<file path="config.mk">
export PLATFORM = sky130hd
export DESIGN_NAME = wb_initiator
export DESIGN_NICKNAME = d
export VERILOG_FILES = /design/src/rtl/wb_initiator_pkg.sv /design/src/rtl/wb_timeout_cnt.sv /design/src/rtl/wb_initiator.sv
export SDC_FILE = /design/constraint.sdc
export NUM_CORES = 1
export LEC_CHECK = 0
export CORE_AREA = 2 2 136 138
export CTS_BUF_LIST = sky130_fd_sc_hd__clkbuf_16
export CTS_CLUSTER_DIAMETER = 50
export DETAILED_ROUTE_END_ITERATION = 7
export DIE_AREA = 0 0 138 140
export PLACE_DENSITY_LB_ADDON = 0.2
export SLEW_MARGIN = 40
export SYNTH_ARGS = -nofsm -noshare
export SYNTH_HDL_FRONTEND = slang
export SYNTH_SLANG_ARGS = --single-unit
export TNS_END_PERCENT = 20
</file>
<file path="constraint.sdc">
create_clock -name wb_clk_i -period 1.4 [get_ports wb_clk_i]
set_input_delay 0.28 -clock wb_clk_i [delete_from_list [all_inputs] [get_ports wb_clk_i]]
set_output_delay 0.28 -clock wb_clk_i [all_outputs]
set_load 0.02 [all_outputs]
</file>
<file path="src/rtl/wb_initiator_pkg.sv">
// Shared types and constants for the Wishbone classic initiator.
// Optional timeout logic is enabled with WB_INITIATOR_TIMEOUT_EN.
package wb_initiator_pkg;

  localparam int unsigned WB_AW = 32;
  localparam int unsigned WB_DW = 32;
  localparam int unsigned WB_SW = 4;
  localparam int unsigned TIMEOUT_CYC_DEF = 255;

  typedef enum logic [1:0] {
    ST_IDLE = 2'd0,
    ST_REQ  = 2'd1,
    ST_RESP = 2'd2
  } wb_state_e;

endpackage

</file>
<file path="src/rtl/wb_timeout_cnt.sv">
// Cycle counter that flags expiry on the LIMIT-th enabled cycle.
// Used by wb_initiator only when WB_INITIATOR_TIMEOUT_EN is defined.
module wb_timeout_cnt
  import wb_initiator_pkg::*;
#(
  parameter int unsigned LIMIT = TIMEOUT_CYC_DEF
) (
  input  logic clk_i,
  input  logic rst_ni,
  input  logic clear_i,
  input  logic enable_i,
  output logic expired_o
);

  logic [15:0] cnt_q, cnt_d;

  always_comb begin
    cnt_d = cnt_q;
    if (clear_i) begin
      cnt_d = '0;
    end else if (enable_i) begin
      cnt_d = cnt_q + 16'd1;
    end
  end

  always_ff @(posedge clk_i or negedge rst_ni) begin
    if (!rst_ni) begin
      cnt_q <= '0;
    end else begin
      cnt_q <= cnt_d;
    end
  end

  // Count holds LIMIT-1 during the LIMIT-th enabled cycle
  assign expired_o = enable_i && (cnt_q == 16'(LIMIT - 1));

endmodule

</file>
<file path="src/rtl/wb_initiator.sv">
// Single-transfer Wishbone classic initiator with command/response handshakes.
// Define WB_INITIATOR_TIMEOUT_EN to abort silent transfers after TIMEOUT_CYC.
module wb_initiator
  import wb_initiator_pkg::*;
#(
  parameter int unsigned TIMEOUT_CYC = TIMEOUT_CYC_DEF
) (
  input  logic             wb_clk_i,
  input  logic             wb_rst_n_i,
  input  logic             cmd_valid_i,
  output logic             cmd_ready_o,
  input  logic             cmd_we_i,
  input  logic [WB_AW-1:0] cmd_adr_i,
  input  logic [WB_DW-1:0] cmd_dat_i,
  input  logic [WB_SW-1:0] cmd_sel_i,
  output logic             rsp_valid_o,
  input  logic             rsp_ready_i,
  output logic [WB_DW-1:0] rsp_dat_o,
  output logic             rsp_err_o,
  output logic             rsp_timeout_o,
  output logic             wbm_cyc_o,
  output logic             wbm_stb_o,
  output logic             wbm_we_o,
  output logic [WB_SW-1:0] wbm_sel_o,
  output logic [WB_AW-1:0] wbm_adr_o,
  output logic [WB_DW-1:0] wbm_dat_o,
  input  logic [WB_DW-1:0] wbm_dat_i,
  input  logic             wbm_ack_i,
  input  logic             wbm_err_i,
  output logic             busy_o
);

  wb_state_e        state_q, state_d;
  logic             we_q, we_d;
  logic [WB_SW-1:0] sel_q, sel_d;
  logic [WB_AW-1:0] adr_q, adr_d;
  logic [WB_DW-1:0] dat_q, dat_d;
  logic [WB_DW-1:0] rdat_q, rdat_d;
  logic             err_q, err_d;
  logic             to_q, to_d;
  logic             accept;
  logic             in_req;
  logic             expired;

  assign accept = (state_q == ST_IDLE) && cmd_valid_i;
  assign in_req = (state_q == ST_REQ);

`ifdef WB_INITIATOR_TIMEOUT_EN
  wb_timeout_cnt #(
    .LIMIT(TIMEOUT_CYC)
  ) u_timeout (
    .clk_i    (wb_clk_i),
    .rst_ni   (wb_rst_n_i),
    .clear_i  (accept),
    .enable_i (in_req),
    .expired_o(expired)
  );
`else
  logic unused_timeout_cfg;
  assign unused_timeout_cfg = ^TIMEOUT_CYC;
  assign expired = 1'b0;
`endif

  always_ff @(posedge wb_clk_i or negedge wb_rst_n_i) begin
    if (!wb_rst_n_i) begin
      state_q <= ST_IDLE;
    end else begin
      state_q <= state_d;
    end
  end

  always_comb begin
    state_d = state_q;
    unique case (state_q)
      ST_IDLE: if (cmd_valid_i) state_d = ST_REQ;
      ST_REQ: begin
        if (wbm_err_i || wbm_ack_i || expired) begin
          state_d = ST_RESP;
        end
      end
      ST_RESP: if (rsp_ready_i) state_d = ST_IDLE;
      default: state_d = ST_IDLE;
    endcase
  end

  always_comb begin
    we_d   = we_q;
    sel_d  = sel_q;
    adr_d  = adr_q;
    dat_d  = dat_q;
    rdat_d = rdat_q;
    err_d  = err_q;
    to_d   = to_q;
    if (accept) begin
      we_d  = cmd_we_i;
      sel_d = cmd_sel_i;
      adr_d = cmd_adr_i;
      dat_d = cmd_dat_i;
    end
    // Bus error beats ack; both beat a coincident timeout
    if (in_req) begin
      priority case (1'b1)
        wbm_err_i: begin
          rdat_d = '0;
          err_d  = 1'b1;
          to_d   = 1'b0;
        end
        wbm_ack_i: begin
          rdat_d = we_q ? '0 : wbm_dat_i;
          err_d  = 1'b0;
          to_d   = 1'b0;
        end
        expired: begin
          rdat_d = '0;
          err_d  = 1'b1;
          to_d   = 1'b1;
        end
        default: ;
      endcase
    end
  end

  always_ff @(posedge wb_clk_i or negedge wb_rst_n_i) begin
    if (!wb_rst_n_i) begin
      we_q   <= 1'b0;
      sel_q  <= '0;
      adr_q  <= '0;
      dat_q  <= '0;
      rdat_q <= '0;
      err_q  <= 1'b0;
      to_q   <= 1'b0;
    end else begin
      we_q   <= we_d;
      sel_q  <= sel_d;
      adr_q  <= adr_d;
      dat_q  <= dat_d;
      rdat_q <= rdat_d;
      err_q  <= err_d;
      to_q   <= to_d;
    end
  end

  always_comb begin
    cmd_ready_o   = (state_q == ST_IDLE);
    rsp_valid_o   = (state_q == ST_RESP);
    busy_o        = (state_q != ST_IDLE);
    wbm_cyc_o     = in_req;
    wbm_stb_o     = in_req;
    wbm_we_o      = we_q;
    wbm_sel_o     = sel_q;
    wbm_adr_o     = adr_q;
    wbm_dat_o     = dat_q;
    rsp_dat_o     = rdat_q;
    rsp_err_o     = err_q;
    rsp_timeout_o = to_q;
  end

endmodule

</file>
After elaboration in Yosys (flattened, before gate mapping)
Index checks and enable logic that the tools add are counted.
{"block": "word_totals", "reg_bits": 105, "inputBits": 107, "word_cells": 30}
{"block": "classes", "eq_ne": 5, "n_mux": 10, "n_reduce_logical": 7}
{"operator": "$mux 32", "n": 3}
{"operator": "$mux 2", "n": 3}
{"operator": "$pmux 2 s3", "n": 1}
{"operator": "$ne 2x1->1 const B", "n": 2}
{"operator": "$reduce_bool 2->1", "n": 2}
{"operator": "$mux 1", "n": 3}
{"operator": "$reduce_and 3->1", "n": 1}
{"operator": "$eq 2x1->1 const B", "n": 1}
{"operator": "$eq 2x2->1 const B", "n": 1}
{"operator": "$logic_not 2->1", "n": 1}
{"operator": "$ne 2x2->1 const B", "n": 1}
{"operator": "$reduce_and 2->1", "n": 1}
{"operator": "$logic_and 1x1->1", "n": 1}
{"operator": "$logic_or 1x1->1", "n": 1}

Logic depth before layout (Yosys ltp)
Gate-level depths: netlist of the first run.
{"block": "logic_depth", "ltp_word": 3, "mapped_depth": 5}

Least setup slack after synthesis of the first run
Ideal clock, no wire load.
{"block": "synth_timing", "path_kind": "flip-flop to flip-flop", "start": "register state_q[1]", "end": "register adr_q[0] (netlist: wbm_adr_o[0])", "t_arrival_ns": 1.422, "required_ns": 1.275, "path_slack_ns": -0.147, "path_stages_with_launch": 6, "path_buffers": 2, "cell_sequence": "dfrtp_1 -> nor2_2 -> and2_4 -> buf_12 -> buf_12 -> mux2_4"}
{"block": "synth_between", "elab_chain_len": 2}
{"item": "start, declared", "line_no": "wb_initiator.sv:33", "text": "wb_state_e state_q, state_d;"}
{"item": "start signal, assigned", "line_no": "wb_initiator.sv:68", "text": "state_q <= state_d;"}
{"item": "$logic_not 2->1"}
{"item": "named net cmd_ready_o", "line_no": "wb_initiator.sv:11", "text": "output logic cmd_ready_o,"}
{"item": "$logic_and 1x1->1", "line_no": "wb_initiator.sv:45", "text": "assign accept = (state_q == ST_IDLE) && cmd_valid_i;"}
{"item": "end signal, assigned", "line_no": "wb_initiator.sv:135", "text": "adr_q <= adr_d;"}
{"item": "end, declared", "line_no": "wb_initiator.sv:36", "text": "logic [WB_AW-1:0] adr_q, adr_d;"}
The timed path passes the listed nets, and every way through them passes these cells.
A chain may end at the register's enable or synchronous reset.

Worst setup path in the final report of the first run
{"block": "layout_timing", "start": "register state_q[1]", "end": "register dat_q[15] (netlist: wbm_dat_o[15])"}
{"block": "layout_between", "elab_chain_len": 2}
{"item": "$logic_not 2->1", "line_no": "wb_initiator.sv:45"}
{"item": "$logic_and 1x1->1", "line_no": "wb_initiator.sv:45"}
{"item": "end signal, assigned", "line_no": "wb_initiator.sv:136", "text": "dat_q <= dat_d;"}
{"item": "end, declared", "line_no": "wb_initiator.sv:37", "text": "logic [WB_DW-1:0] dat_q, dat_d;"}
No other way between the ends.

==> results of run 1 <==
## what timing repair did
action | in CTS | in global routing
pin swaps | 1 | 2
gates resized for setup | 126 | 31
buffers inserted | 1 | 6
setup endpoints to repair | 208 | 109
hold buffers | 1 | 0
endpoints found under the hold margin | 25 | 0
cloned | 0 | 9
## kinds of logic after synthesis
group,Yosys count,synth area share (%)
muxes,101,29.9
AOI/OAI and AO/OA,3,0.523
DFF,104,57.3
buffers and inverters,51,8.49
and+or+nand+nor,40,3.72
other,1,0.0826
## where the power goes
group / total (mW) / switching, mW / internal (mW)
combinational: 8.61 / 4.07 / 4.54
clock: 2.49 / 1.12 / 1.37
sequential: 5.19 / 0.788 / 4.40
## synthesized netlist by cell type, drive strengths merged
cell    instances  area share (%)
dfrtp         104              57
mux2           69              23
inv            34             2.8
nand2          33             2.7
mux2i          32             7.1
buf            14             5.4
clkbuf          3            0.25
nor2            3            0.30
a21o            2            0.33
nor2b           2            0.33
a22o            1            0.19
and2            1            0.19
and2b           1            0.17
conb            1           0.083
## area by class of cell
| cell class | count | share of cell area, % |
|---|---|---|
| inverters | 34 | 1.72 |
| well taps | 229 | 3.87 |
| clock inverters | 6 | 0.844 |
| repair buffers | 247 | 34.0 |
| flip-flops and latches | 104 | 35.2 |
| diodes | 1 | 0.0338 |
| clock buffers | 9 | 3.04 |
| multi-input cells | 145 | 21.3 |
## sequential cells by signal (all words and copies together), names as in the netlist
name       cells
state_q        2
wbm_dat_o     32
rsp_err_o      1
wbm_we_o       1
wbm_sel_o      4
rsp_dat_o     32
wbm_adr_o     32
## critical path, delay by kind of cell (launching register included)
kind / cells / cell delay [ns]
and+or+nand+nor: 2 / 0.34
muxes: 1 / 0.29
buffers and inverters: 2 / 0.31
DFF: 1 / 0.44
## per-stage QoR
step           instance area (µm²)  setup slack, ns  std cells  hold WS, ns
2_1_floorplan                 4550          -0.0552        300      -0.0156
3_3_place_gp                  6920           -0.231        742        0.246
3_5_place_dp                  6920           -0.259        742        0.255
4_1_cts                       7110           -0.201        759        0.445
5_1_grt                       7410           -0.160        775        0.456
6_report                      7410           -0.112        775        0.436
## layer usage
metal | GRT usage (%) | vias up | part of all wire (%)
li1 | - | 1456 | -
met1 | 14.8 | 1537 | 42
met2 | 19.8 | 130 | 49
met3 | 4.72 | 15 | 6.9
met4 | 5.05 | 0 | 2.0
met5 | 0 | - | 0
## worst max path at each step
stage,endpoint,slack [ns],cells past startpoint
after floorplan,wbm_adr_o[0]$_DFFE_PN0P_,-0.06,5
after CTS,rsp_valid_o,-0.20,2
after detailed placement,wbm_sel_o[2]$_DFFE_PN0P_,-0.26,4
final,wbm_dat_o[15]$_DFFE_PN0P_,-0.11,5
after global placement,wbm_adr_o[13]$_DFFE_PN0P_,-0.23,4
after global routing,wbm_adr_o[21]$_DFFE_PN0P_,-0.16,5
==> parameters.txt, run 1 <==
Parameter                              Value

Worst setup path
  Worst flop-to-flop path startpoint ... state_q[1]$_DFFE_PN0P_
  Sequence of cells on the critical path ... nor2_4 -> and2_4 -> buf_8 -> clkbuf_16 -> mux2_4
  Critical Path End Type ... register
  Start-to-end type of the worst setup path ... reg2reg
  Worst setup SP type ... register
  Start point of the critical path ... state_q[1]$_DFFE_PN0P_
  Setup slack, reg-to-reg ... -0.11 ns
  Biggest fanout along the worst timing path ... 5
  Data arrival time of the worst path ... 1.74 ns
  Capture instance of the worst register-to-register path ... wbm_dat_o[15]$_DFFE_PN0P_
  Required time at the endpoint of the critical path ... 1.62 ns
  Slowest cell on the critical path ... dfrtp_2
  Depth of the worst register-to-register path ... 5
  Largest incremental delay on the critical path ... 0.44 ns

STA
  Peak clock frequency supported by timing ... 0.661 GHz
  Final critical path time including I/O delays and setup ... 1.51 ns
  Setup Total Neg Slack ... -6.36 ns
  Period utilization ... 108%
  Count of final setup violators ... 95
  Max-slew violation count ... 0
  Unrepaired setup endpoints after global routing ... true
  Final hold violations ... 0
  Setup slack of the critical path after layout ... -0.112 ns
  Setup clock skew after layout ... 0.00766 ns

Worst hold path
  Min-Delay Path Class ... in2async

Power and ir drop
  Power per standard cell area ... 2200 nW/µm²
  Power consumption ... 16.3 mW
  Static power due to leakage ... 3.49 nW
  Maximum vdd drop ... 0.943 mV

Global route
  Largest net degree at the start of global routing ... 29
  Global route overflow ... 0
  Wire length of the first global-routing pass ... 18.7 mm
  Vias in the first global route ... 3311
  Global router's overall resource usage ... 12.3%
  Number of antenna violations at the first check in global routing ... 1

Yosys
  Mean Syn Cell Area ... 15.1 µm²
  Number of storage elements in the synthesis netlist ... 104
  Syn Inst Count ... 300
  Cell area after synthesis ... 4540 µm²
  Distinct cell type count after synthesis ... 18
  Number of synthesis warnings ... 0
  Sequential fraction of the synthesis area ... 57.3%
  Number of nets in the synthesized netlist ... 407

Clocking
  CTS H-Tree Depth ... 3
  CTS tree ... yes
  Clock slew at the register clock pins of the worst setup and hold paths ... 0.07 ns
  Buffer type at the clock tree root ... clkbuf_16
  Number of clock sinks ... 104
  Clk_lat worst skew ... 0.35 ns
  Clock buffer depth ... 2
  Cts bufs inserted ... 9

Floorplan
  Die area ... 19300 µm²
  Core area ... 17800 µm²
  Width of the chip ... 138 µm
  Starting utilization of the core area ... 25.5%
  Number of primary I/O pins ... 215
  # rows ... 49
  Die Y ... 140 µm

Layout
  Fraction of layout cells with a size suffix above 1 ... 24.4%
  Commonest non-fill, non-tap cells in the layout ... 105 x clkdlybuf4s50_1, 102 x dfrtp_1, 98 x dlygate4sd2_1
  Fillcell total ... 1716
  Area of all sequential standard cells ... 2610 µm²
  Most common library cell in the layout ignoring fill and taps ... clkdlybuf4s50_1
  Area grow syn2layout ... 63.2%
  Layout Nets ... 648
  Area occupied by multi-input gates ... 1580 µm²
  Layout Utilization ... 41.7%

Placed design
  Estimated wirelength of the detail-placed design ... 8.73 mm
  Gpl congestion ... 0.732
  Total of buffers placed on input and output ports ... 213

Drt
  Vias per cell ... 4.05
  Total wirelength of the detailed-routed design ... 12.8 mm
  Total iterations of the first detailed-routing run ... 4
  Total via count after detailed routing ... 3138
  Antenna-violating nets left ... 0
  1st-iter DRT viols ... 92
  Wire length per cell after detailed routing ... 16.5 µm
  Drc violations ... 0

Outcome
  Result of the run ... complete, but fails checks
  Failing checks ... setup timing

Run
  MaxCap Viol Count ... 0
(Power assumes the default switching activity.)
==> inputs of run 2 (changes only) <==
--- a/config.mk
+++ b/config.mk
@@ -5,6 +5,7 @@
 export SDC_FILE = /design/constraint.sdc
 export NUM_CORES = 1
 export LEC_CHECK = 0
+export ABC_CLOCK_PERIOD_IN_PS = 1400
 export CORE_AREA = 2 2 136 138
 export CTS_BUF_LIST = sky130_fd_sc_hd__clkbuf_16
 export CTS_CLUSTER_DIAMETER = 50
==> results of run 2 <==
The final DEF is identical to that of run 1; final timing and power are the same.
==> inputs of run 3 (changes only) <==
--- a/config.mk
+++ b/config.mk
@@ -5,12 +5,11 @@
 export SDC_FILE = /design/constraint.sdc
 export NUM_CORES = 1
 export LEC_CHECK = 0
-export ABC_CLOCK_PERIOD_IN_PS = 1400
-export CORE_AREA = 2 2 136 138
+export CORE_AREA = 2 2 127 129
 export CTS_BUF_LIST = sky130_fd_sc_hd__clkbuf_16
 export CTS_CLUSTER_DIAMETER = 50
 export DETAILED_ROUTE_END_ITERATION = 7
-export DIE_AREA = 0 0 138 140
+export DIE_AREA = 0 0 129 131
 export PLACE_DENSITY_LB_ADDON = 0.2
 export SLEW_MARGIN = 40
 export SYNTH_ARGS = -nofsm -noshare
==> constraint.sdc (replaced) <==
create_clock -name wb_clk_i -period 1.4 [get_ports wb_clk_i]
set_input_delay 0.21 -clock wb_clk_i [delete_from_list [all_inputs] [get_ports wb_clk_i]]
set_output_delay 0.21 -clock wb_clk_i [all_outputs]
set_load 0.02 [all_outputs]
==> run 3 against run 2 <==
- the run still ends with setup timing left
- clock-buffer cell count unchanged
- wire length down 7.5%
- cell area down 0.34%
- global-route usage up 0.90 points
- register-to-register slack better by 0.06 ns
- sequential share of layout area up 0.10 points
- utilization up 5.7 points
- clock skew about the same
- sequential power down 1%
- hold slack worse by 0.18 ns
- critical path type unchanged
- critical endpoint is now wbm_adr_o[6]$_DFFE_PN0P_
- largest cell class unchanged
==> parameters.txt, run 3 (synthesis gave the netlist of run 1 again) <==
Parameter                              Value

Worst setup path
  Setup slack, reg-to-reg ... -0.06 ns
  Required time at the endpoint of the critical path ... 1.62 ns
  Biggest fanout along the worst timing path ... 7
  Depth of the worst register-to-register path ... 5
  Worst setup SP type ... register
  Data arrival time of the worst path ... 1.68 ns
  Start-to-end type of the worst setup path ... reg2reg
  Critical Path End Type ... register
  Worst flop-to-flop path startpoint ... state_q[0]$_DFFE_PN0P_
  Capture instance of the worst register-to-register path ... wbm_adr_o[6]$_DFFE_PN0P_

Placed design
  Gpl congestion ... 0.694
  Setup WS pre-CTS ... -0.188 ns
  Instance area at placement ... 6910 µm²
  Total of buffers placed on input and output ports ... 213
  Estimated wirelength of the detail-placed design ... 8.05 mm

Floorplan
  Width of the chip ... 129 µm
  # rows ... 46
  Starting utilization of the core area ... 29.1%
  Core area ... 15600 µm²
  Die Y ... 131 µm
  Number of primary I/O pins ... 215
  Die area ... 16900 µm²

Outcome
  Result of the run ... complete, but fails checks
  Failing checks ... setup timing

STA
  Setup clock skew after layout ... 0.00811 ns
  Max-slew violation count ... 0
  Peak clock frequency supported by timing ... 0.687 GHz
  Period utilization ... 104%
  Count of final setup violators ... 68
  Unrepaired setup endpoints after global routing ... true
  Setup slack of the critical path after layout ... -0.0551 ns
  Final critical path time including I/O delays and setup ... 1.46 ns
  Final hold violations ... 0

Drt
  Total iterations of the first detailed-routing run ... 4
  Drc violations ... 0
  Total wirelength of the detailed-routed design ... 11.8 mm
  Wire length per cell after detailed routing ... 15.5 µm
  1st-iter DRT viols ... 96
  Antenna-violating nets left ... 0
  Total via count after detailed routing ... 3101
  Vias per cell ... 4.07

Layout
  Fraction of layout cells with a size suffix above 1 ... 23.1%
  Commonest non-fill, non-tap cells in the layout ... 105 x clkdlybuf4s50_1, 103 x dfrtp_1, 102 x dlygate4sd2_1
  Final standard cell area without fillers ... 7380 µm²
  Area occupied by multi-input gates ... 1570 µm²
  Most common library cell in the layout ignoring fill and taps ... clkdlybuf4s50_1
  Area grow syn2layout ... 62.6%
  Total inserted antenna cells ... 0
  Fillcell total ... 1438
  Layout Utilization ... 47.3%
  Layout Nets ... 647
  Area of all sequential standard cells ... 2600 µm²

Clocking
  Clock buffer depth ... 2
  Clock slew at the register clock pins of the worst setup and hold paths ... 0.07 ns
  Buffer type at the clock tree root ... clkbuf_16
  Number of clock sinks ... 104
  CTS H-Tree Depth ... 3
  Clk_lat worst skew ... 0.35 ns
  Cts bufs inserted ... 9
  CTS tree ... yes

Global route
  Global route overflow ... 0
  Wire length of the first global-routing pass ... 17.1 mm
  Global router's overall resource usage ... 13.2%
  Largest net degree at the start of global routing ... 39
  Number of antenna violations at the first check in global routing ... 0
  Vias in the first global route ... 3199

Power and ir drop
  Power per standard cell area ... 2190 nW/µm²
  Maximum vdd drop ... 0.791 mV
  Static power due to leakage ... 3.51 nW

Worst hold path
  Min-Delay Path Class ... in2async

Run
  MaxCap Viol Count ... 0
[run 3: cell types whose count changed in the layout (fill, tap and decap cells not counted), sizes merged]
cell,change
diode,-1
buf,-2
clkdlybuf4s15,-4
clkbuf,+1
clkinv,+1
inv,+2
clkinvlp,-2
dlygate4sd2,+4
[run 3: critical path, cell delays in order, from the launching register on]
cell and delay, ns:
dfrtp_1 0.42, nor2_4 0.12, and2_4 0.19, buf_12 0.14
clkbuf_16 0.16, mux2_4 0.29
[run 3: area by class of cell]
type / count / area share [%]
multi-input combinational: 145 / 21.2
tap: 216 / 3.66
timing repair buffer: 246 / 34.2
clock buffer: 9 / 3.05
sequential: 104 / 35.3
clock inverter: 7 / 0.864
inverter: 34 / 1.73
[run 3: report_power, final]
part | total, mW | internal, mW | leakage (nW) | switching, mW
registers | 5.13 | 4.40 | 1.27 | 0.739
clock network | 2.48 | 1.37 | 0.150 | 1.11
logic | 8.54 | 4.53 | 2.09 | 4.01
total | 16.2 | 10.3 | 3.51 | 5.85
[run 3: worst max-delay path by stage]
stage	startpoint	to	slack, ns	cells past startpoint
floorplan	state_q[0]$_DFFE_PN0P_	wbm_adr_o[0]$_DFFE_PN0P_	-0.06	5
global placement	cmd_valid_i	wbm_dat_o[28]$_DFFE_PN0P_	-0.19	4
detailed placement	cmd_valid_i	wbm_adr_o[3]$_DFFE_PN0P_	-0.19	4
CTS	state_q[0]$_DFFE_PN0P_	wbm_stb_o	-0.14	2
global route	state_q[0]$_DFFE_PN0P_	wbm_dat_o[7]$_DFFE_PN0P_	-0.12	5
finish	state_q[0]$_DFFE_PN0P_	wbm_adr_o[6]$_DFFE_PN0P_	-0.06	5
[run 3: per-layer routing]
metal,GRT usage (%),vias up,routed length [µm]
met3,5.05,14,1080
li1,-,1452,-
met1,16.8,1494,5370
met4,5.37,0,188
met2,20.2,141,5160
met5,0,-,0
[run 3: what timing repair did]
item,CTS,global route
setup buffers,1,6
hold buffers,1,0
endpoints found under the hold margin,22,0
setup endpoints to repair,197,103
cloned,0,9
pin swaps,2,2
resized for setup,122,22
[run 3: stage by stage]
stage | hold WS [ns] | cells | TNS (ns) | power (mW)
after CTS | 0.244 | 747 | -7.08 | 15.6
after global routing | 0.275 | 761 | -7.96 | 17.1
after floorplan | -0.0856 | 300 | -5.05 | 10.4
after global placement | 0.0828 | 729 | -15.22 | 14.0
final | 0.257 | 761 | -2.07 | 16.2
after detailed placement | 0.0857 | 729 | -15.09 | 14.1
